===== src/rtl/pio_pkg.sv =====
// rtl/pio_pkg.sv - shared PIO definitions: data width, error pattern, request FSM states
//
// Contents:
//   PIO_DW        host/slave data and address width
//   PIO_ERR_DATA  read data returned on decode errors and timeouts
//   pio_state_t   request controller state encoding
package pio_pkg;

  localparam int PIO_DW = 32;

  localparam logic [PIO_DW-1:0] PIO_ERR_DATA = 32'hBAD0_BAD0;

  typedef enum logic [1:0] {
    ST_IDLE  = 2'd0,
    ST_ISSUE = 2'd1,
    ST_WAIT  = 2'd2,
    ST_DONE  = 2'd3
  } pio_state_t;

endpackage


===== src/rtl/pio_mem_req_ctrl.sv =====
// rtl/pio_mem_req_ctrl.sv - host PIO request controller fanning out to memory-mapped slaves
//
// Ports:
//   clk, rst_n          clock, asynchronous active-low reset
//   clk_div             host-rate qualifier; host requests are sampled only when high
//   pio_addr, pio_din   host byte address and write data
//   pio_rd, pio_wr      host read / write request
//   pio_ack             transaction complete (held in DONE)
//   pio_err, pio_rdata  error flag and read data, valid with pio_ack, held afterwards
//   reg_addr, reg_din   slave address / write data, held for the whole transaction
//   reg_rd, reg_wr      one-cycle slave strobes
//   reg_ms              one-hot slave select, held from ISSUE to the end of WAIT
//   mem_ack             per-slave ack levels
//   mem_rdata           per-slave read data, slave i at [32i+31:32i]
module pio_mem_req_ctrl
  import pio_pkg::*;
#(
  parameter int                NUM_SEL     = 4,
  parameter int                SEL_LSB     = 12,
  parameter int                TIMEOUT_CYC = 255,
  parameter logic [PIO_DW-1:0] ERR_DATA    = PIO_ERR_DATA
) (
  input  logic                      clk,
  input  logic                      rst_n,
  input  logic                      clk_div,
  input  logic [PIO_DW-1:0]         pio_addr,
  input  logic [PIO_DW-1:0]         pio_din,
  input  logic                      pio_rd,
  input  logic                      pio_wr,
  output logic                      pio_ack,
  output logic                      pio_err,
  output logic [PIO_DW-1:0]         pio_rdata,
  output logic [PIO_DW-1:0]         reg_addr,
  output logic [PIO_DW-1:0]         reg_din,
  output logic                      reg_rd,
  output logic                      reg_wr,
  output logic [NUM_SEL-1:0]        reg_ms,
  input  logic [NUM_SEL-1:0]        mem_ack,
  input  logic [NUM_SEL*PIO_DW-1:0] mem_rdata
);

  localparam int SEL_NBITS = (NUM_SEL > 1) ? $clog2(NUM_SEL) : 1;
  localparam int SEL_TOP   = SEL_LSB + SEL_NBITS;  // first address bit above the select field
  localparam int CNT_W     = (TIMEOUT_CYC > 1) ? $clog2(TIMEOUT_CYC + 1) : 1;
  localparam logic [SEL_NBITS:0] NUM_SEL_W  = (SEL_NBITS + 1)'(NUM_SEL);
  localparam logic [CNT_W-1:0]   CNT_LAST   = CNT_W'(TIMEOUT_CYC - 1);

  pio_state_t           state;
  logic [SEL_NBITS-1:0] idx;
  logic                 op_rd;
  logic [CNT_W-1:0]     cnt;
  logic [NUM_SEL-1:0]   ack_prev;

  logic [SEL_NBITS-1:0] req_idx;
  logic [NUM_SEL-1:0]   req_onehot;
  logic                 accept;
  logic                 req_bad;
  logic                 ack_rise;
  logic [PIO_DW-1:0]    sel_rdata;

  assign req_idx = pio_addr[SEL_TOP-1:SEL_LSB];

  // A stale ack from a previous transaction must drain before a new one may start,
  // otherwise its level could be mistaken for the new slave's response.
  assign accept  = clk_div && (pio_rd || pio_wr) && (mem_ack == '0);
  assign req_bad = (pio_rd && pio_wr)
                 || (|(pio_addr >> SEL_TOP))
                 || ({1'b0, req_idx} >= NUM_SEL_W);

  // Only the selected slave counts; completion is its ack's rising edge so that an
  // ack level still high from an earlier transfer cannot complete this one.
  always_comb begin
    req_onehot = '0;
    ack_rise   = 1'b0;
    sel_rdata  = '0;
    for (int i = 0; i < NUM_SEL; i++) begin
      req_onehot[i] = (req_idx == SEL_NBITS'(i));
      if (idx == SEL_NBITS'(i)) begin
        ack_rise  = mem_ack[i] && !ack_prev[i];
        sel_rdata = mem_rdata[i*PIO_DW +: PIO_DW];
      end
    end
  end

  always_ff @(posedge clk or negedge rst_n) begin
    if (!rst_n) begin
      state     <= ST_IDLE;
      idx       <= '0;
      op_rd     <= 1'b0;
      cnt       <= '0;
      ack_prev  <= '0;
      pio_ack   <= 1'b0;
      pio_err   <= 1'b0;
      pio_rdata <= '0;
      reg_addr  <= '0;
      reg_din   <= '0;
      reg_rd    <= 1'b0;
      reg_wr    <= 1'b0;
      reg_ms    <= '0;
    end else begin
      ack_prev <= mem_ack;
      case (state)
        ST_IDLE: begin
          if (accept) begin
            if (req_bad) begin
              state     <= ST_DONE;
              pio_ack   <= 1'b1;
              pio_err   <= 1'b1;
              pio_rdata <= ERR_DATA;
            end else begin
              state    <= ST_ISSUE;
              idx      <= req_idx;
              op_rd    <= pio_rd;
              reg_addr <= pio_addr;
              reg_din  <= pio_din;
              reg_rd   <= pio_rd;
              reg_wr   <= pio_wr;
              reg_ms   <= req_onehot;
            end
          end
        end
        ST_ISSUE: begin
          state  <= ST_WAIT;
          reg_rd <= 1'b0;
          reg_wr <= 1'b0;
          cnt    <= '0;
        end
        ST_WAIT: begin
          // Completion is tested first so it wins over a timeout in the same cycle.
          if (ack_rise) begin
            state     <= ST_DONE;
            pio_ack   <= 1'b1;
            pio_err   <= 1'b0;
            pio_rdata <= op_rd ? sel_rdata : '0;
            reg_ms    <= '0;
          end else if (cnt == CNT_LAST) begin
            state     <= ST_DONE;
            pio_ack   <= 1'b1;
            pio_err   <= 1'b1;
            pio_rdata <= ERR_DATA;
            reg_ms    <= '0;
          end else begin
            cnt <= cnt + 1'b1;
          end
        end
        ST_DONE: begin
          if (clk_div) begin
            state   <= ST_IDLE;
            pio_ack <= 1'b0;
          end
        end
        default: state <= ST_IDLE;
      endcase
    end
  end

endmodule

===== config.mk =====
export PLATFORM = sky130hd
export DESIGN_NAME = pio_mem_req_ctrl
export DESIGN_NICKNAME = d
export VERILOG_FILES = /design/src/rtl/pio_pkg.sv /design/src/rtl/pio_mem_req_ctrl.sv
export SDC_FILE = /design/constraint.sdc
export NUM_CORES = 1
export LEC_CHECK = 0
export BUFFER_PORTS_ARGS = -buffer_cell sky130_fd_sc_hd__buf_2
export CAP_MARGIN = 20
export CORE_AREA = 2 2 118 120
export DETAILED_ROUTE_END_ITERATION = 8
export DIE_AREA = 0 0 120 122
export PLACE_DENSITY_LB_ADDON = 0.2
export SKIP_LAST_GASP = 1
export SYNTH_ARGS = -nofsm -noshare
export SYNTH_HDL_FRONTEND = slang
export SYNTH_SLANG_ARGS = --single-unit

===== constraint.sdc =====
create_clock -name clk -period 2.55 [get_ports clk]
set_clock_uncertainty 0.15 [all_clocks]
set_input_delay 0.255 -clock clk [delete_from_list [all_inputs] [get_ports clk]]
set_output_delay 0.255 -clock clk [all_outputs]
set_load 0.02 [all_outputs]

# Yosys cells after proc, flatten, opt, wreduce, memory -nomap -nowiden
# Index checks and enable logic that the tools add are counted.
[word_totals] inputBits=201 out_inout_bits=104 word_cells=103 regBits=121
[op_classes] n_mux=42 add_sub_neg=1 reduce_logical=29 n_eq_ne=17 n_bitwise=1
[op_table] operator="$mux 32" count=9
[op_table] operator="$pmux 32 s2" count=1
[op_table] operator="$reduce_or 18->1" count=1
[op_table] operator="$mux 4" count=4
[op_table] operator="$mux 8" count=2
[op_table] operator="$pmux 8 s2" count=1
[op_table] operator="$mux 1" count=14
[op_table] operator="$eq 2x2->1 const B" count=6
[op_table] operator="$ne 2x2->1 const B" count=6
[op_table] operator="$reduce_and 3->1" count=4
[op_table] operator="$mux 2" count=5
[op_table] operator="$add 8x1->8 const B" count=1
[op_table] operator="$eq 8x8->1 const B" count=1
[op_table] operator="$pmux 2 s4" count=1
[op_table] operator="$pmux 4 s2" count=1
[op_table] operator="$reduce_and 4->1" count=2
[op_table] operator="$logic_and 1x1->1" count=7
[op_table] operator="$eq 2x1->1 const B" count=3
[op_table] operator="$logic_not 2->1" count=3
[op_table] operator="$pmux 1 s2" count=3
[op_table] operator="$reduce_bool 2->1" count=3
[op_table] operator="$reduce_and 5->1" count=1
[op_table] operator="$logic_not 1->1" count=4
[op_table] operator="$logic_not 4->1" count=1
[op_table] operator="5 further kinds" count=6

# Depth between registers and ports, before layout
# Gate-level depths: netlist of run 1.
[logic_depth] ltp_word=8 depth_mapped=9 mapped_depth_nobuf=7

# Worst setup path after synthesis of run 1
# No wires, ideal clock.
[synth_path] path_kind="flip-flop to flip-flop" start="register, netlist name reg_addr[13]" end="register pio_rdata[10]" n_path_buf=3 required_time_ps=2278 synth_period_minus_slack_ps=2437 setup_slack_ps=113 path_stages_with_launch=8 arrival_time_ps=2165 setup_ps=122 path_cell_list="dfrtp_1 clkbuf_1 o41ai_2 nor3_1 or3_1 buf_2 buf_2 a32o_1"
[synth_lines] item="to (signal assigned)" line_no="pio_mem_req_ctrl.sv:134" text="pio_rdata <= op_rd ? sel_rdata : '0;"
[synth_lines] item="to (decl)" line_no="pio_mem_req_ctrl.sv:32" text="output logic [PIO_DW-1:0] pio_rdata,"

# Final worst setup path of run 1
[layout_path] start="register state[1]" end="register reg_addr[29]"
[layout_via] elab_chain_cells=2
[layout_rtl] item="from (decl)" line_no="pio_mem_req_ctrl.sv:48" text="pio_state_t state;"
[layout_rtl] item="from (signal assigned)" line_no="pio_mem_req_ctrl.sv:87" text="state <= ST_IDLE;"
[layout_rtl] item="from (signal assigned)" line_no="pio_mem_req_ctrl.sv:106" text="state <= ST_DONE;"
[layout_rtl] item="from (signal assigned)" line_no="pio_mem_req_ctrl.sv:111" text="state <= ST_ISSUE;"
[layout_rtl] item="$logic_not 2->1" line_no="pio_mem_req_ctrl.sv:102" text="case (state)"
[layout_rtl] item="$reduce_and 3->1 (no source line)"
[layout_rtl] item="to (signal assigned)" line_no="pio_mem_req_ctrl.sv:114" text="reg_addr <= pio_addr;"
[layout_rtl] item="to (decl)" line_no="pio_mem_req_ctrl.sv:33" text="output logic [PIO_DW-1:0] reg_addr,"
# Every way passes these cells.
# A chain may end at the register's enable or synchronous reset.

==> results of run 1 <==
==> routing by layer <==
layer  vias up  routed length (um)
met1      2550                6410
met2       246                8840
met4         0                 949
met5         -                   0
li1       2453                   -
met3        64                1030
==> timing repair <==
action / CTS / global route
setup endpoints to repair: 0 / 1
endpoints found under the hold margin: 79 / 0
hold buffers: 52 / 0
resized for setup: 0 / 1
==> synthesized netlist by cell type (all sizes together), types with 2 or more instances <==
master,instances
a32o,16
xnor2,2
mux2i,7
or4,3
a2bb2oi,16
nand2,164
nand3,9
nor3b,2
or3,2
o31ai,2
and2,18
nor4,8
dfrtp,119
mux2,5
nor2b,2
ha,7
nor2,6
buf,18
mux4,32
clkbuf,15
a21oi,2
o21ai,10
nor3,5
inv,7
==> worst paths after layout <==
kind                       slack, ns         from            to  depth (start not counted)
max in group asynchronous       1.36        rst_n  pio_rdata[3]                          3
hold / removal                  0.02       pio_wr        reg_wr                          3
min in group asynchronous       0.18        rst_n   reg_din[31]                          2
hold reg to reg                 0.31  reg_din[22]   reg_din[22]                          2
setup reg to reg                0.14     state[1]  reg_addr[29]                          6
setup / recovery                0.14     state[1]  reg_addr[29]                          6
==> logic make-up after synthesis <==
| family | count (synthesis) | synth area share |
|---|---|---|
| and+or+nand+nor | 227 | 0.181 |
| AOI/OAI and AO/OA | 49 | 0.0735 |
| buffers and inverters | 40 | 0.0355 |
| DFF | 119 | 0.538 |
| xor gates and xnor gates | 2 | 0.00317 |
| adders and majority gates | 7 | 0.0158 |
| muxes | 44 | 0.153 |
==> stage by stage <==
stage | util | cells
floorplan | - | 488
global placement | 0.544 | 962
detailed placement | 0.544 | 962
CTS | 0.626 | 1046
global route | 0.626 | 1047
finish | 0.626 | 1047
==> worst max-delay path, stage by stage (launching register included) <==
cell	delay, ns
dfrtp_1	0.40
inv_1	0.14
ha_1	0.23
nand3_2	0.12
or4_2	0.71
buf_4	0.28
and2_1	0.22
==> registers in the layout (all words and copies together), names as in the netlist <==
signal / cells
cnt: 8
pio_rdata: 32
reg_din: 32
reg_ms: 4
op_rd: 1
reg_wr: 1
ack_prev: 4
pio_ack: 1
reg_addr: 32
reg_rd: 1
pio_err: 1
state: 2
==> report_power, final <==
| part | switching [mW] | total (mW) | internal [mW] |
|---|---|---|---|
| clock | 0.825 | 2.31 | 1.49 |
| sequential | 0.113 | 2.18 | 2.06 |
| combinational | 0.814 | 1.55 | 0.737 |
| total | 1.75 | 6.04 | 4.29 |
==> layout make-up <==
class | instances | area [um2]
diodes | 1 | 2.50
clock buffers | 21 | 460
clock inverters | 11 | 124
fillers | 1093 | 5050
inverters | 7 | 26.3
multi-input cells | 329 | 2370
flip-flops and latches | 119 | 2980
well taps | 180 | 225
repair buffers | 379 | 2270
==> flow_metrics.env, run 1 <==
export IMPL_outcome="completed"
export IMPL_share_of_the_clock_period_used_by_the_worst_path_after_layout=0.944
export IMPL_maxClockFrequency_ghz=0.416
export IMPL_first_pass_iters=4
export IMPL_root_driver="clkbuf_16"
export IMPL_nets=1061
export IMPL_syn_cell_area_mm2=0.00553
export IMPL_synthFlopType="dfrtp_1"
export IMPL_vdd_drop_max_v=0.000488
export IMPL_setup_tns_ns=0
export IMPL_post_synth_cell_area_avg_um2=11.3
export IMPL_synth_cells=488
export IMPL_ys_ff_latch=119
export IMPL_synth_top_area_cell="dfrtp_1"
export IMPL_timing_max_cap_violations=0
export IMPL_totalWireLength_mm=17.2
export IMPL_layout_cells_most_common_list="buf_2 (303), nand2_1 (164), dfrtp_1 (118)"
export IMPL_finalHoldViolations=0
export IMPL_setup_repair_after_global_routing_missed_its_margin="false"
export IMPL_timing_critical_path_required_ns=2.69
export IMPL_rows=43
export IMPL_pre_cts_slack_ns=-0.150
export IMPL_dieHeight_um=122
export IMPL_wirelength_per_cell_um=16.5
export IMPL_placeableCoreArea_mm2=0.0135
export IMPL_post_synth_top_area_fraction=0.538
export IMPL_die_area_mm2=0.0146
export IMPL_synth_area_leaders="dfrtp_1 (54%), mux4_2 (13%), nand2_1 (11%)"
export IMPL_end_kind="flip-flop"
export IMPL_gr_usage_all_layers=0.242
export IMPL_use_met3=0.0571
export IMPL_tritoncts_clock_tree="yes"
export IMPL_floorplan_io_pins=305
export IMPL_final_hpwl_from_detailed_placement_mm=12.5
export IMPL_critical_path_source_type="flip-flop"
export IMPL_synth_enable_flop_cells=0
export IMPL_htreeDepth=4
export IMPL_drt_drc_violations_left=0
export IMPL_drt_iter0_drc=242
export IMPL_post_cts_buffers=0
export IMPL_antenna_violations_before_repair=1
export IMPL_globalRoute_busiestLayer="met2"
export IMPL_place_port_buffers=304
export IMPL_crit_type="reg -> reg"
export IMPL_detailroute_via_count=5313
export IMPL_clock_latency_ns=0.41
export IMPL_route_antenna_remaining_nets=0
export IMPL_place_gp_congestion=0.800
export IMPL_layout_overhead_on_the_synthesized_area_pct=52.9
export IMPL_avgViaCountPerCell=5.07
export IMPL_ys_warnings_count=0
export IMPL_power_leakage_nw=4.47
export IMPL_slew_violations=0
export IMPL_part_of_the_yosys_area_used_for_sequential_elements=0.538
export IMPL_maxSlewHeadroom=0.596
export IMPL_gr_usage_met1=0.264
export IMPL_power_total_mw=6.04
export IMPL_cp_arrival_ns=2.55
export IMPL_overflow=0
export IMPL_actual_slew_at_the_worst_max_slew_pin_ns=0.605
export IMPL_die_width_um=120
export IMPL_setup_ws_ns=0.144
export IMPL_cts_buffers=17
export IMPL_instance_area_after_placement_mm2=0.00735
export IMPL_first_global_vias=5581
export IMPL_synth_lib_cells_used_distinct=39
export IMPL_post_route_cells_drive_above_1_share=0.463
export IMPL_power_density_mw_per_mm2=714
export IMPL_start_util=0.410
export IMPL_pin_count_of_the_biggest_net_entering_global_routing=45
export IMPL_grt_first_pass_wirelength_mm=27.2
export IMPL_final_design_area_no_fill_mm2=0.00846
export IMPL_asyncSetResetFlopFracSynth=1.00
export IMPL_ctsLongestPathBuffers=2
export IMPL_timing_hold_ws_ns=0.0235
export IMPL_setup_viol=0
export IMPL_synth_fp_nets=696
export IMPL_final_period_minus_worst_setup_slack_ns=2.41
export IMPL_critical_path_max_fanout=44
export IMPL_layout_cells_most_common="buf_2"
export IMPL_cts_sinks=119
export IMPL_worst_hold_path_type="in -> reg"
export IMPL_gr_usage_met2=0.423
export IMPL_clock_pin_slew_of_the_registers_on_the_worst_case_setup_and_hold_paths_ns=0.05
(Power assumes the default switching activity.)
==> run 2, diff against run 1 <==
--- a/config.mk
+++ b/config.mk
@@ -11,6 +11,7 @@
 export DETAILED_ROUTE_END_ITERATION = 8
 export DIE_AREA = 0 0 120 122
 export PLACE_DENSITY_LB_ADDON = 0.2
+export REMOVE_ABC_BUFFERS = 1
 export SKIP_LAST_GASP = 1
 export SYNTH_ARGS = -nofsm -noshare
 export SYNTH_HDL_FRONTEND = slang
==> run 2 against run 1 <==
Effect of this change:
- combinational power rose by 3%
- die area unchanged
- critical endpoint is now reg_wr
- critical path type is now in -> reg
- flip-flop and latch count is the same
==> flow_metrics.env, run 2 (same netlist as run 1, synthesis figures left out) <==
export IMPL_place_gp_congestion=0.880
export IMPL_insertedDiodeCount=0
export IMPL_layout_cells_most_common="buf_2"
export IMPL_cts_buffers=17
export IMPL_layout_cells_most_common_list="buf_2 (303), nand2_1 (164), dfrtp_1 (118)"
export IMPL_finalHoldViolations=0
export IMPL_antenna_violations_before_repair=0
export IMPL_critical_path_startpoint="pio_rd"
export IMPL_cp_arrival_ns=2.55
export IMPL_final_hpwl_from_detailed_placement_mm=12.5
export IMPL_slew_violations=0
export IMPL_dieHeight_um=122
export IMPL_pre_cts_slack_ns=-0.134
export IMPL_layout_cells_non_filler=1044
export IMPL_clock_latency_ns=0.41
export IMPL_actual_slew_at_the_worst_max_slew_pin_ns=0.710
export IMPL_avgViaCountPerCell=5.08
export IMPL_timing_max_cap_violations=0
export IMPL_maxSlewHeadroom=0.527
export IMPL_vdd_drop_max_v=0.000600
export IMPL_drt_iter0_drc=280
export IMPL_die_width_um=120
export IMPL_detailroute_via_count=5304
export IMPL_die_area_mm2=0.0146
export IMPL_rows=43
export IMPL_timing_critical_path_required_ns=2.69
export IMPL_ctsLongestPathBuffers=2
export IMPL_worst_hold_path_type="in -> reg"
export IMPL_setup_repair_after_global_routing_missed_its_margin="false"
export IMPL_power_density_mw_per_mm2=715
export IMPL_placeableCoreArea_mm2=0.0135
export IMPL_outcome="completed"
export IMPL_placed_instances=959
export IMPL_maxClockFrequency_ghz=0.415
export IMPL_root_driver="clkbuf_16"
export IMPL_power_total_mw=6.05
export IMPL_crit_reg2reg_launch="cnt[0]"
export IMPL_nets=1059
export IMPL_top_regs="pio_rdata: 32 flops, reg_addr: 32 flops, reg_din: 32 flops"
export IMPL_first_global_vias=5338
export IMPL_clock_pin_slew_of_the_registers_on_the_worst_case_setup_and_hold_paths_ns=0.05
export IMPL_start_util=0.410
export IMPL_fill_cells=1093
export IMPL_critical_path_source_type="input pin"
export IMPL_power_leakage_nw=4.47
export IMPL_post_route_cells_drive_above_1_share=0.462
export IMPL_setup_ws_ns=0.139
export IMPL_layout_overhead_on_the_synthesized_area_pct=52.9
export IMPL_pin_count_of_the_biggest_net_entering_global_routing=67
export IMPL_place_port_buffers=304
export IMPL_first_pass_iters=5
export IMPL_setup_viol=0
export IMPL_final_period_minus_worst_setup_slack_ns=2.41
export IMPL_overflow=0
export IMPL_hold_start="pio_wr"
export IMPL_drt_drc_violations_left=0
export IMPL_tritoncts_clock_tree="yes"
export IMPL_cts_sinks=119
export IMPL_wirelength_per_cell_um=16.5
export IMPL_share_of_the_clock_period_used_by_the_worst_path_after_layout=0.946
export IMPL_totalWireLength_mm=17.2
export IMPL_grt_first_pass_wirelength_mm=27.0
export IMPL_crit_type="in -> reg"
export IMPL_htreeDepth=4
export IMPL_critical_path_max_fanout=66
export IMPL_end_kind="flip-flop"
export IMPL_gr_usage_all_layers=0.238
export IMPL_floorplan_io_pins=305
export IMPL_route_antenna_remaining_nets=0
export IMPL_seqCellArea_mm2=0.00298
export IMPL_multi_input_comb_area_mm2=0.00238
## run 2: cell types whose count changed in the layout (fill, tap and decap cells not counted), sizes merged
cell	before	now
clkinvlp	3	4
clkbuf	21	20
buf	327	325
diode	1	0
## run 2: layer usage
layer	share of wire	GRT usage	vias up
met5	0	0	-
met4	0.022	0.0846	0
met3	0.060	0.0585	37
met2	0.55	0.439	225
met1	0.37	0.266	2605
li1	-	-	2437
## run 2: final cells by class
type	count	share of cell area
clock buffer	20	0.0528
clock inverter	12	0.0151
multi-input combinational	329	0.281
sequential	119	0.352
timing repair buffer	377	0.269
tap	180	0.0266
inverter	7	0.00311
## run 2: stage by stage
stage                     utilization  cell area, um2  TNS, ns  hold slack [ns]
final                           0.627            8460        0           0.0577
after global routing            0.627            8460        0           0.0500
after CTS                       0.625            8440        0           0.0208
after detailed placement        0.543            7340    -7.20            0.209
after global placement          0.543            7340    -4.29            0.197
after floorplan                     -            5360  -159.48           -0.191
## run 2: critical path: stages
cell and delay [ns]:
dlygate4sd3_1 0.54, buf_2 0.15, o21ai_0 0.11, or2_1 0.25, or4_2 0.78, buf_12 0.25, nand3_1 0.12, o21ai_0 0.07
## run 2: worst paths after layout
| path | slack (ns) | to | cells past startpoint |
|---|---|---|---|
| worst max-delay path | 0.14 | reg_wr | 8 |
| worst min-delay path | 0.06 | reg_wr | 3 |
| worst max register to register | 0.17 | pio_rdata[18] | 8 |
| worst min register to register | 0.31 | reg_addr[5] | 2 |
| max in group asynchronous | 1.21 | reg_addr[12] | 3 |
| min in group asynchronous | 0.30 | reg_addr[30] | 2 |
## run 2: what timing repair did
action                                 in CTS  in global routing
hold buffers                               52                  0
setup endpoints to repair                  16                 24
pin swaps                                   0                  1
endpoints found under the hold margin     103                  0
buffers inserted                            0                  1
resized for setup                           1                  1
## run 2: power breakdown
group	switching (mW)	internal (mW)
clock	0.831	1.46
combinational	0.826	0.760
sequential	0.113	2.06
==> run 3, diff against run 2 <==
--- a/config.mk
+++ b/config.mk
@@ -10,6 +10,8 @@
 export CORE_AREA = 2 2 118 120
 export DETAILED_ROUTE_END_ITERATION = 8
 export DIE_AREA = 0 0 120 122
+export GPL_ROUTABILITY_DRIVEN = 1
+export MAX_ROUTING_LAYER = met4
 export PLACE_DENSITY_LB_ADDON = 0.2
 export REMOVE_ABC_BUFFERS = 1
 export SKIP_LAST_GASP = 1
==> run 3 against run 2 <==
Effect of this change:
- first-iteration DRC count shrank 11%
- sequential share of layout area unchanged
- via count fell by 0.51%
- total power barely moved
- non-clock buffer count unchanged
- clock power barely moved
- cell count is the same
- critical path type unchanged
- largest power group unchanged
- highest routed layer unchanged
==> flow_metrics.env, run 3 (same netlist as run 1, synthesis figures left out) <==
export IMPL_timing_max_cap_violations=0
export IMPL_ctsLongestPathBuffers=2
export IMPL_die_width_um=120
export IMPL_switching_power_mw=1.77
export IMPL_floorplan_io_pins=305
export IMPL_drt_iter0_drc=250
export IMPL_detailroute_via_count=5277
export IMPL_critical_path_source_type="input pin"
export IMPL_place_gp_congestion=0.894
export IMPL_maxClockFrequency_ghz=0.410
export IMPL_worst_hold_path_type="in -> reg"
export IMPL_dieHeight_um=122
export IMPL_top_regs="pio_rdata: 32 flops, reg_addr: 32 flops, reg_din: 32 flops"
export IMPL_share_clk_of_total_power=0.378
export IMPL_antenna_violations_before_repair=0
export IMPL_die_area_mm2=0.0146
export IMPL_root_driver="clkbuf_16"
export IMPL_final_period_minus_worst_setup_slack_ns=2.44
export IMPL_cp_arrival_ns=2.58
export IMPL_finalHoldViolations=0
export IMPL_grt_first_pass_wirelength_mm=26.9
export IMPL_cts_sinks=119
export IMPL_internal_power_mw=4.28
export IMPL_met2RoutedLength_mm=9.44
export IMPL_crit_type="in -> reg"
export IMPL_tritoncts_clock_tree="yes"
export IMPL_setup_repair_after_global_routing_missed_its_margin="false"
export IMPL_p_sw_frac=0.293
export IMPL_timing_critical_path_required_ns=2.69
export IMPL_layout_cells_most_common_list="buf_2 (303), nand2_1 (164), dfrtp_1 (118)"
export IMPL_m1WireLength_mm=6.34
export IMPL_sequentialPowerShare=0.360
export IMPL_drt_drc_violations_left=0
export IMPL_setup_viol=0
export IMPL_clock_pin_slew_of_the_registers_on_the_worst_case_setup_and_hold_paths_ns=0.05
export IMPL_overflow=0
export IMPL_end_kind="flip-flop"
export IMPL_post_route_cells_drive_above_1_share=0.462
export IMPL_critical_path_max_fanout=66
export IMPL_gr_usage_all_layers=0.245
export IMPL_route_antenna_remaining_nets=0
export IMPL_avgViaCountPerCell=5.05
export IMPL_wirelength_per_cell_um=16.5
export IMPL_place_port_buffers=304
export IMPL_route_top_layer_used="met4"
export IMPL_power_leakage_nw=4.47
export IMPL_htreeDepth=4
export IMPL_share_of_the_clock_period_used_by_the_worst_path_after_layout=0.957
export IMPL_nets=1059
export IMPL_fill_cells=1093
export IMPL_start_util=0.410
export IMPL_placeableCoreArea_mm2=0.0135
export IMPL_pin_count_of_the_biggest_net_entering_global_routing=67
export IMPL_clock_latency_ns=0.41
export IMPL_combinationalPowerShare=0.262
export IMPL_outcome="completed"
export IMPL_power_density_mw_per_mm2=715
export IMPL_rows=43
export IMPL_vdd_drop_max_v=0.000601
export IMPL_totalWireLength_mm=17.3
export IMPL_met3WireLength_mm=1.08
export IMPL_maxSlewHeadroom=0.520
export IMPL_first_pass_iters=5
export IMPL_setup_tns_ns=0
export IMPL_final_hpwl_from_detailed_placement_mm=12.5
export IMPL_insertedDiodeCount=0
export IMPL_timing_hold_ws_ns=0.0524
export IMPL_cts_buffers=17
export IMPL_slew_violations=0
export IMPL_actual_slew_at_the_worst_max_slew_pin_ns=0.720
export IMPL_layout_cells_most_common="buf_2"
export IMPL_layout_overhead_on_the_synthesized_area_pct=52.9
export IMPL_first_global_vias=5345
run 3: cell counts in the layout (fill, tap and decap cells not counted):
Identical to the previous run, type by type.
run 3: area by class of cell:
cell class / count / area [um2] / area share
clock buffers: 20 / 447 / 0.0528
repair buffers: 377 / 2280 / 0.269
well taps: 180 / 225 / 0.0266
multi-input cells: 329 / 2380 / 0.281
flip-flops and latches: 119 / 2980 / 0.352
inverters: 7 / 26.3 / 0.00311
clock inverters: 12 / 128 / 0.0151
run 3: through the flow:
step                      power (mW)  worst slack, ns   util  std cells  cell area, um2
final                           6.05            0.109  0.627       1044            8460
after global routing            6.35           0.0268  0.627       1044            8460
after CTS                       6.07           0.0927  0.625       1043            8440
after detailed placement        3.67           -0.134  0.543        959            7340
after global placement          3.62          -0.0937  0.543        959            7340
after floorplan                 3.01            -2.33      -        455            5360
run 3: layer usage:
| metal | up-vias | GRT usage |
|---|---|---|
| li1 | 2437 | - |
| met1 | 2583 | 0.265 |
| met2 | 219 | 0.439 |
| met3 | 38 | 0.0566 |
| met4 | 0 | 0.0882 |
| met5 | - | - |
run 3: path summary, 6_finish.rpt:
path,start,endpoint,slack [ns],cells past startpoint
min reg2reg,reg_addr[5],reg_addr[5],0.31,2
max,pio_rd,reg_addr[23],0.11,7
max reg2reg,state[1],reg_addr[23],0.16,6
min in group asynchronous,rst_n,reg_addr[19],0.29,2
max in group asynchronous,rst_n,reg_addr[12],1.19,3
min,pio_wr,reg_wr,0.05,3
run 3: power by group through the flow:
stage / logic [mW] / clock network (mW) / registers [mW]
floorplan: 0.667 / 0 / 2.34
global placement: 1.42 / 0 / 2.20
detailed placement: 1.46 / 0 / 2.21
CTS: 1.54 / 2.35 / 2.18
global route: 1.71 / 2.45 / 2.20
finish: 1.59 / 2.29 / 2.18
run 3: repair_timing:
item                       CTS  global route
pin swaps                    0             1
resized for setup            1             1
hold buffers                52             0
hold endpoints to repair   103             0
setup endpoints to repair   16            24
buffers inserted             0             1
run 3: critical path, cell delays in order:
cell	delay [ns]
dlygate4sd3_1	0.54
buf_2	0.15
o21ai_0	0.11
or2_1	0.25
or4_2	0.78
buf_12	0.24
and2_1	0.21
